`config.mk`:
```
export PLATFORM = sky130hd
export DESIGN_NAME = fft_result_reader
export DESIGN_NICKNAME = d
export VERILOG_FILES = /design/src/rtl/fft_pkg.sv /design/src/rtl/fft_out_fifo.sv /design/src/rtl/fft_result_reader.sv
export SDC_FILE = /design/constraint.sdc
export NUM_CORES = 1
export LEC_CHECK = 0
export ABC_AREA = 1
export CAP_MARGIN = 20
export CORE_MARGIN = 2
export CORE_UTILIZATION = 62
export CTS_CLUSTER_DIAMETER = 40
export DETAILED_ROUTE_END_ITERATION = 7
export DONT_BUFFER_PORTS = 1
export HOLD_SLACK_MARGIN = 0.06
export PLACE_DENSITY = 0.79
export SETUP_SLACK_MARGIN = 0.1
export SYNTH_ARGS = -nofsm -noshare
export SYNTH_HDL_FRONTEND = slang
export SYNTH_SLANG_ARGS = --single-unit
```
`constraint.sdc`:
```
create_clock -name clk -period 4.2 [get_ports clk]
set_clock_uncertainty 0.05 [all_clocks]
set_input_delay 0.21 -clock clk [delete_from_list [all_inputs] [get_ports clk]]
set_output_delay 0.21 -clock clk [all_outputs]
set_load 0.01 [all_outputs]
```
`src/rtl/fft_pkg.sv`:
```
// Shared defaults, FSM state encoding and address helper for the FFT result reader.
// Optional FFT_BITREV_EN (see fft_result_reader) selects bit-reversed RAM addressing.
package fft_pkg;

  localparam int unsigned FFT_N      = 8;
  localparam int unsigned FFT_ADDR_W = 3;
  localparam int unsigned FFT_DW     = 24;

  typedef enum logic [1:0] {
    IDLE  = 2'd0,
    READ  = 2'd1,
    DRAIN = 2'd2
  } state_t;

  // Reverses the low w bits of v; bits at and above w come back as zero.
  function automatic logic [31:0] bitrev(input logic [31:0] v, input int unsigned w);
    logic [31:0] r;
    r = '0;
    for (int unsigned i = 0; i < 32; i++) begin
      if (i < w) r[i] = v[w-1-i];
    end
    return r;
  endfunction

endpackage

```
`src/rtl/fft_out_fifo.sv`:
```
// Two-entry output FIFO holding {re, im, index, last}; head is visible while not empty.
module fft_out_fifo #(
  parameter int unsigned W = 2 * fft_pkg::FFT_DW + fft_pkg::FFT_ADDR_W + 1
) (
  input  logic         clk_i,
  input  logic         rst_ni,
  input  logic         push_i,
  input  logic [W-1:0] data_i,
  input  logic         pop_i,
  output logic [W-1:0] data_o,
  output logic         full_o,
  output logic         empty_o,
  output logic [1:0]   count_o
);

  logic [W-1:0] mem_q [2];
  logic         wr_ptr_q, wr_ptr_d;
  logic         rd_ptr_q, rd_ptr_d;
  logic [1:0]   count_q, count_d;
  logic         do_push, do_pop;

  assign full_o  = (count_q == 2'd2);
  assign empty_o = (count_q == 2'd0);
  assign count_o = count_q;
  assign data_o  = mem_q[rd_ptr_q];

  // A push into a full FIFO is allowed only when the head leaves in the same cycle.
  assign do_push = push_i && (!full_o || pop_i);
  assign do_pop  = pop_i && !empty_o;

  always_comb begin
    wr_ptr_d = wr_ptr_q;
    rd_ptr_d = rd_ptr_q;
    count_d  = count_q;
    if (do_push) wr_ptr_d = ~wr_ptr_q;
    if (do_pop)  rd_ptr_d = ~rd_ptr_q;
    case ({do_push, do_pop})
      2'b10:   count_d = count_q + 2'd1;
      2'b01:   count_d = count_q - 2'd1;
      default: count_d = count_q;
    endcase
  end

  always_ff @(posedge clk_i or negedge rst_ni) begin
    if (!rst_ni) begin
      for (int unsigned i = 0; i < 2; i++) mem_q[i] <= '0;
      wr_ptr_q <= 1'b0;
      rd_ptr_q <= 1'b0;
      count_q  <= '0;
    end else begin
      if (do_push) mem_q[wr_ptr_q] <= data_i;
      wr_ptr_q <= wr_ptr_d;
      rd_ptr_q <= rd_ptr_d;
      count_q  <= count_d;
    end
  end

endmodule

```
`src/rtl/fft_result_reader.sv`:
```
// Walks the FFT result RAM after flag_fftfinish rises and streams N bins on valid/ready.
// Define FFT_BITREV_EN to address the RAM in bit-reversed order (m_index stays natural).
module fft_result_reader
  import fft_pkg::*;
#(
  parameter int unsigned N      = FFT_N,
  parameter int unsigned ADDR_W = FFT_ADDR_W,
  parameter int unsigned DW     = FFT_DW
) (
  input  logic                     clk,
  input  logic                     rst,
  input  logic                     flag_fftfinish,
  output logic [ADDR_W-1:0]        read_addr,
  input  logic signed [DW-1:0]     dataout_re,
  input  logic signed [DW-1:0]     dataout_im,
  output logic                     m_valid,
  input  logic                     m_ready,
  output logic signed [DW-1:0]     m_re,
  output logic signed [DW-1:0]     m_im,
  output logic [ADDR_W-1:0]        m_index,
  output logic                     m_last,
  output logic                     busy,
  output logic                     done
);

  localparam int unsigned EW = 2 * DW + ADDR_W + 1;

  state_t              state_q, state_d;
  logic [ADDR_W-1:0]   k_q, k_d;
  logic                flag_q;
  logic                inflight_q;
  logic [ADDR_W-1:0]   infl_k_q;
  logic                infl_last_q;

  logic                rise;
  logic                issue;
  logic                can_issue;
  logic                k_is_last;
  logic [2:0]          used;

  logic [EW-1:0]       push_data;
  logic [EW-1:0]       head;
  logic                fifo_pop;
  logic                fifo_full;
  logic                fifo_empty;
  logic [1:0]          fifo_count;

  assign rise      = flag_fftfinish && !flag_q;
  assign k_is_last = (k_q == ADDR_W'(N - 1));

  // Credit counts the head leaving this cycle, so a full-rate stream never stalls.
  assign used      = {1'b0, fifo_count} + {2'b00, inflight_q};
  assign can_issue = (used < (3'd2 + {2'b00, fifo_pop})) && !(fifo_full && !fifo_pop);

`ifdef FFT_BITREV_EN
  assign read_addr = ADDR_W'(bitrev(32'(k_q), ADDR_W));
`else
  assign read_addr = k_q;
`endif

  always_comb begin
    state_d = state_q;
    k_d     = k_q;
    issue   = 1'b0;
    done    = 1'b0;
    case (state_q)
      IDLE: begin
        if (rise) begin
          state_d = READ;
          k_d     = '0;
        end
      end
      READ: begin
        if (can_issue) begin
          issue = 1'b1;
          k_d   = k_q + ADDR_W'(1);
          if (k_is_last) state_d = DRAIN;
        end
      end
      DRAIN: begin
        if (fifo_empty && !inflight_q) begin
          done    = 1'b1;
          state_d = IDLE;
        end
      end
      default: state_d = IDLE;
    endcase
  end

  always_ff @(posedge clk or negedge rst) begin
    if (!rst) begin
      state_q     <= IDLE;
      k_q         <= '0;
      flag_q      <= 1'b0;
      inflight_q  <= 1'b0;
      infl_k_q    <= '0;
      infl_last_q <= 1'b0;
    end else begin
      state_q    <= state_d;
      k_q        <= k_d;
      flag_q     <= flag_fftfinish;
      inflight_q <= issue;
      if (issue) begin
        infl_k_q    <= k_q;
        infl_last_q <= k_is_last;
      end
    end
  end

  assign push_data = {dataout_re, dataout_im, infl_k_q, infl_last_q};
  assign fifo_pop  = m_valid && m_ready;

  fft_out_fifo #(
    .W (EW)
  ) u_fifo (
    .clk_i   (clk),
    .rst_ni  (rst),
    .push_i  (inflight_q),
    .data_i  (push_data),
    .pop_i   (fifo_pop),
    .data_o  (head),
    .full_o  (fifo_full),
    .empty_o (fifo_empty),
    .count_o (fifo_count)
  );

  assign m_valid = !fifo_empty;
  assign m_re    = head[EW-1 -: DW];
  assign m_im    = head[EW-1-DW -: DW];
  assign m_index = head[ADDR_W:1];
  assign m_last  = head[0];
  assign busy    = (state_q != IDLE);

endmodule

```
After elaboration in Yosys (flattened, before gate mapping). Index checks and enable logic that the tools add are counted.

Input bits: 52. Output and inout bits: 58. Flip-flop bits (word level): 119. Logic and storage cells: 75.

Equal/unequal tests: 10. Order comparisons: 4. $add $sub $neg: 5. Bitwise gates (word level): 4. Reductions and logical operators: 22. Multiplexer cells: 19.

Operator list (number): $mux 52 (4); $bwmux 104 (1); $demux 52 s1 (1); $logic_and 1x1->1 (8); $mux 2 (4); $ne 2x2->1 const B (4); $eq 2x2->1 const B (3); $logic_not 1->1 (6); $mux 3 (2); $pmux 2 s3 (1); $pmux 3 s2 (1); $reduce_bool 2->1 (3); $eq 2x1->1 const B (2); $ge 2x2->1 const B (2); $logic_not 2->1 (2); $mux 1 (4); $not 1->2 (2); $pmux 2 s2 (1); $reduce_and 4->1 (1); $add 2x1->3 (1); $add 2x1->3 const A (1); $add 3x1->3 const B (1); $eq 3x3->1 const B (1); $lt 3x3->1 (1); other kinds (6) (7).

Longest topological paths before layout.
Depth in word-level cells: 9. Gate-level depth with buffers: 10. Gate-level depth less buffers: 10.

Hierarchy. A second synthesis with hierarchy kept.

Cells, all modules: 723. Area total of the unflattened synthesis: 5739.3 µm².

Modules (own cells, without submodules): fft_out_fifo (times used 1, cells an instance 656, seq. area each 2702.6 µm², area an instance 5165.0 µm²); fft_result_reader (times used 1, cells an instance 67, seq. area each 275.3 µm², area an instance 574.3 µm²).

Worst setup path before layout. OpenSTA, ideal clock, no wires.

Path type: flip-flop to flip-flop. Start: register u_fifo.count_q[0] (netlist: u_fifo.count_o[0]). End: register u_fifo.count_q[1] (netlist: u_fifo.count_o[1]). Path slack: 2.643 ns. Arrival time: 1.376 ns. Buffers on the path: 0. Required time: 4.019 ns. Stages on the path, launching flop included: 9. Cells stage by stage: dfrtp_1 inv_2 nand2_1 nand2_1 inv_1 ha_1 a21oi_1 o21ai_0 xor2_1.

Elaborated cells between the ends (all ways): 14. Those cells by class: 2 x add/sub; 3 x eq/ne; 1 x mux; 8 x reduce/logical.

RTL lines: start: declaration (RTL line fft_out_fifo.sv:19) `logic [1:0] count_q, count_d;`; start signal: assignment (RTL line fft_out_fifo.sv:54) `count_q <= count_d;`; $logic_not 2->1 (*) (RTL line fft_out_fifo.sv:23) `assign empty_o = (count_q == 2'd0);`; $logic_not 1->1 (*) (RTL line fft_result_reader.sv:127) `assign m_valid = !fifo_empty;`; via m_valid (RTL line fft_result_reader.sv:16) `output logic m_valid,`; $logic_and 1x1->1 (RTL line fft_result_reader.sv:111) `assign fifo_pop = m_valid && m_ready;`; $logic_and 1x1->1 (*) (RTL line fft_out_fifo.sv:29) `assign do_pop = pop_i && !empty_o;`; via u_fifo.do_pop (RTL line fft_out_fifo.sv:20) `logic do_push, do_pop;`; $eq 2x1->1 / $eq 2x2->1 (equally long branches) (RTL line fft_out_fifo.sv:37) `case ({do_push, do_pop})`; $pmux 2 s2 / $reduce_bool 2->1 (equally long branches).

The timed path passes the listed nets; every way through them passes the cells marked *. A chain may end at the register's enable or synchronous reset.

Final worst setup path.
Start: register u_fifo.rd_ptr_q. End: output m_im[3].

Cells in the longest elaborated chain, start to end: 4.

RTL lines: start: declaration (RTL line fft_out_fifo.sv:18) `logic rd_ptr_q, rd_ptr_d;`; start signal: assignment (RTL line fft_out_fifo.sv:53) `rd_ptr_q <= rd_ptr_d;`; $not 1->2 (not written as such) (RTL line fft_out_fifo.sv:25) `assign data_o = mem_q[rd_ptr_q];`; $mux 52 (not written as such) (3 in a row) (RTL line fft_out_fifo.sv:25); end: declaration (RTL line fft_result_reader.sv:19) `output logic signed [DW-1:0] m_im,`.

Every way passes these cells. The select of a mux whose other input is x is not followed.

==> results.py <==
metrics = {
    "sta": {
        "maxSlewViolCount": 0,
        "final-hold-violation-count": 0,
        "finalWorstSetupSlack_ns": 1.329,
        "setup_violations": 0,
        "min_period_ns": 2.871,
        "fmax_ghz": 0.3483,
        "slew_headroom": 0.3149,
        "grt_setup_unrepaired": "no",
        "whs_ns": 0.2333,
        "setup_tns_ns": 0,
        "finalCritPeriodShare": 0.6836,
        "tightest_slew_ns": 1.028,
    },
    "global_routing": {
        "antenna_found_initial": 0,
        "grt_max_degree": 120,
        "grt_pass1_wl_mm": 18.33,
        "grt_use_total": 0.2642,
        "overflow": 0,
        "grt_pass1_vias": 3998,
    },
    "cells_and_area": {
        "area_delta_synth_final_pct": 21.32,
        "instances_no_fill": 795,
        "drive_gt1_frac": 0.06522,
        "fin_nets": 734,
        "n_antenna_cell": 0,
    },
    "floorplan": {
        "io_pins": 110,
        "dieArea_sq_um": 9195,
        "fp.coreArea_sq_um": 8217,
        "core.rowCount": 33,
        "die_h_um": 95.89,
        "die_x_um": 95.89,
        "initial_utilization": 0.6371,
    },
    "clock_tree": {
        "clock_path_buffers": 2,
        "cts_tree": "built",
        "cts_made_buffers": 17,
        "cts_root_buffer": "clkbuf_8",
        "htreeDepth": 4,
        "worstSkewPairLatency_ns": 0.51,
        "clk_pin_slew_ns": 0.06,
        "cts.sinks": 119,
    },
    "synthesis": {
        "syn_nets": 696,
        "synthTopCellsByArea": "dfrtp_1 57%, nand2_1 20%, o21ai_0 5.7%",
        "synth.distinct_cells": 24,
        "synth.top_cell.area_share": 0.5688,
        "seq_area_frac_synth": 0.5688,
        "synth-seq-cells": 119,
        "yosysTopAreaCell": "dfrtp_1",
        "synth_cells": 639,
        "yosys_warnings": 0,
        "synth_area_sq_um": 5235,
        "avgSynthCellArea_sq_um": 8.193,
    },
    "power_and_ir_drop": {
        "ir_drop_v": 0.0004757,
        "power.sequential.fraction": 0.408,
        "p_leak_uw": 0.003361,
        "swShare": 0.3892,
        "cellInternalPower_uw": 3039,
        "pwr-share-comb": 0.317,
        "p_switching_uw": 1937,
        "p_per_area_nw_per_um2": 783.4,
        "p_clk_frac": 0.275,
    },
    "worst_setup_path": {
        "cp_slowest_stage_delay_ns": 1.04,
        "path_cells": "inv_2, nand2_1, nand2_1",
        "slowest_stage": "dfrtp_2",
        "critPathRequiredTime_ns": 3.94,
        "cp_max_fo": 53,
        "path_common_cell": "nand2_1",
        "start_kind": "register",
        "crit_type": "reg2out",
        "crit_arrival_ns": 2.61,
        "worst_setup_path_end_kind": "primary output",
    },
    "placement": {
        "place_ws_ns": 1.861,
        "dp_hpwl_mm": 6.235,
        "gp_congestion": 0.7381,
        "port_buffers": 0,
        "dp_cells": 709,
    },
    "route": {
        "drc": 0,
        "wl_per_cell_um": 14.64,
        "vias": 4205,
        "viasPerCell": 5.289,
        "routed_wl_mm": 11.64,
        "dr.first_iter.drc_count": 358,
        "drtAntennaViolNets": 0,
        "first_pass_iters": 5,
    },
    "flow_run": {
        "max_cap_viol_count": 0,
    },
    "run_status": {
        "status": "finished, final reports clean",
    },
    "hold_path": {
        "hold_path_class": "in2reg",
    },
}
## per-stage QoR
step                      power (uW)  area [sq um]  utilization
final                           4975          6351       0.7730
after global routing            5349          6351       0.7730
after CTS                       4952          6296       0.7663
after detailed placement        3496          5185       0.6310
after global placement          3412          5185       0.6310
after floorplan                 3202          5235            -
## cells in the final DEF, fill, tap and decap left out
master | synthesis | layout
nand2_1 | 284 | 284
nand3_4 | 0 | 1
clkbuf_16 | 0 | 16
nand3_1 | 5 | 4
dlygate4sd3_1 | 0 | 51
nor2_1 | 3 | 3
clkinv_4 | 0 | 2
buf_16 | 0 | 3
nand2_2 | 1 | 1
nand3b_1 | 1 | 1
clkinv_2 | 0 | 4
a21oi_1 | 2 | 2
xnor2_1 | 1 | 1
nand3_2 | 1 | 1
dfrtp_2 | 0 | 1
inv_2 | 2 | 2
dfrtp_1 | 119 | 118
nor3_1 | 2 | 2
or2_2 | 1 | 1
clkbuf_8 | 0 | 3
o21ai_2 | 3 | 3
clkinvlp_4 | 0 | 4
or2_4 | 0 | 1
xor2_1 | 2 | 2
clkbuf_1 | 17 | 1
bufinv_16 | 0 | 2
ha_1 | 5 | 5
o21ai_1 | 47 | 47
o21ai_0 | 60 | 60
inv_1 | 63 | 63
nand4_1 | 1 | 1
## registers in the layout (all words and copies together), names as in the netlist
signal / flops
u_fifo.mem_q: 104
infl_k_q: 3
read_addr: 3
state_q: 2
u_fifo.count_o: 2
flag_q: 1
infl_last_q: 1
inflight_q: 1
u_fifo.rd_ptr_q: 1
u_fifo.wr_ptr_q: 1
## cells in the mapped netlist
library cell / instances
inv_1: 63
nand3_1: 5
or2_1: 1
nand2_2: 1
nand3_2: 1
xnor2_1: 1
inv_2: 2
o21ai_2: 3
or2_2: 1
clkbuf_1: 17
nand2_1: 284
nand3b_1: 1
clkbuf_2: 1
xor2_1: 2
o21ai_1: 47
a21oi_1: 2
nand4_1: 1
buf_2: 10
dfrtp_1: 119
o21ai_0: 60
nor3_1: 2
nor2_1: 3
buf_6: 7
ha_1: 5
## per-layer routing
layer / vias up / wire, um / global-route usage
li1: 2045 / - / -
met1: 1984 / 4784 / 0.3289
met2: 154 / 5856 / 0.4312
met3: 22 / 773 / 0.08614
met4: 0 / 227 / 0.1012
met5: - / 0 / 0
## path summary, 6_finish.rpt
path / from / end / slack, ns / cells past startpoint
hold / removal: flag_fftfinish / flag_q / 0.23 / 1
hold reg to reg: u_fifo.mem_q[35] / u_fifo.mem_q[35] / 0.43 / 2
min in group asynchronous: rst / u_fifo.mem_q[60] / 0.31 / 2
setup reg to reg: u_fifo.rd_ptr_q / u_fifo.rd_ptr_q / 1.92 / 2
setup / recovery: u_fifo.rd_ptr_q / m_im[3] / 1.33 / 3
max in group asynchronous: rst / u_fifo.rd_ptr_q / 3.37 / 2
## worst max-delay path, delay by kind of cell, from the launching register on
kind	cells	cell delay (ns)
DFF	1	1.04
buffers and inverters	1	0.68
and+or+nand+nor	2	0.35
## power groups by stage
stage	clock, uW	sequential, uW	combinational [uW]
2_1_floorplan	0	1870	1330
3_3_place_gp	0	2010	1400
3_5_place_dp	0	2030	1470
4_1_cts	1390	2020	1540
5_1_grt	1440	2090	1820
6_report	1370	2030	1580
## timing repair
action,4_1_cts,5_1_grt
endpoints found under the hold margin,221,0
hold buffers,52,0
setup buffers,0,0
gates resized for setup,0,0
## area by class of cell
type / count / area, sq um
multi-input cells: 420 / 1831
clock buffers: 20 / 445.4
fillers: 535 / 1866
flip-flops and latches: 119 / 2979
clock inverters: 12 / 127.6
well taps: 105 / 131.4
repair buffers: 54 / 593.1
inverters: 65 / 244.0
## logic make-up after synthesis
logic type	count (synthesis)	share of synthesized area
AO/OA/AOI/OAI	112	0.1092
XOR/XNOR	3	0.005020
adder cells (fa/ha/maj)	5	0.01195
buffers and inverters	100	0.08437
flip-flops	119	0.5688
AND/OR/NAND/NOR	300	0.2206
Power figures use the tool's default switching activity.
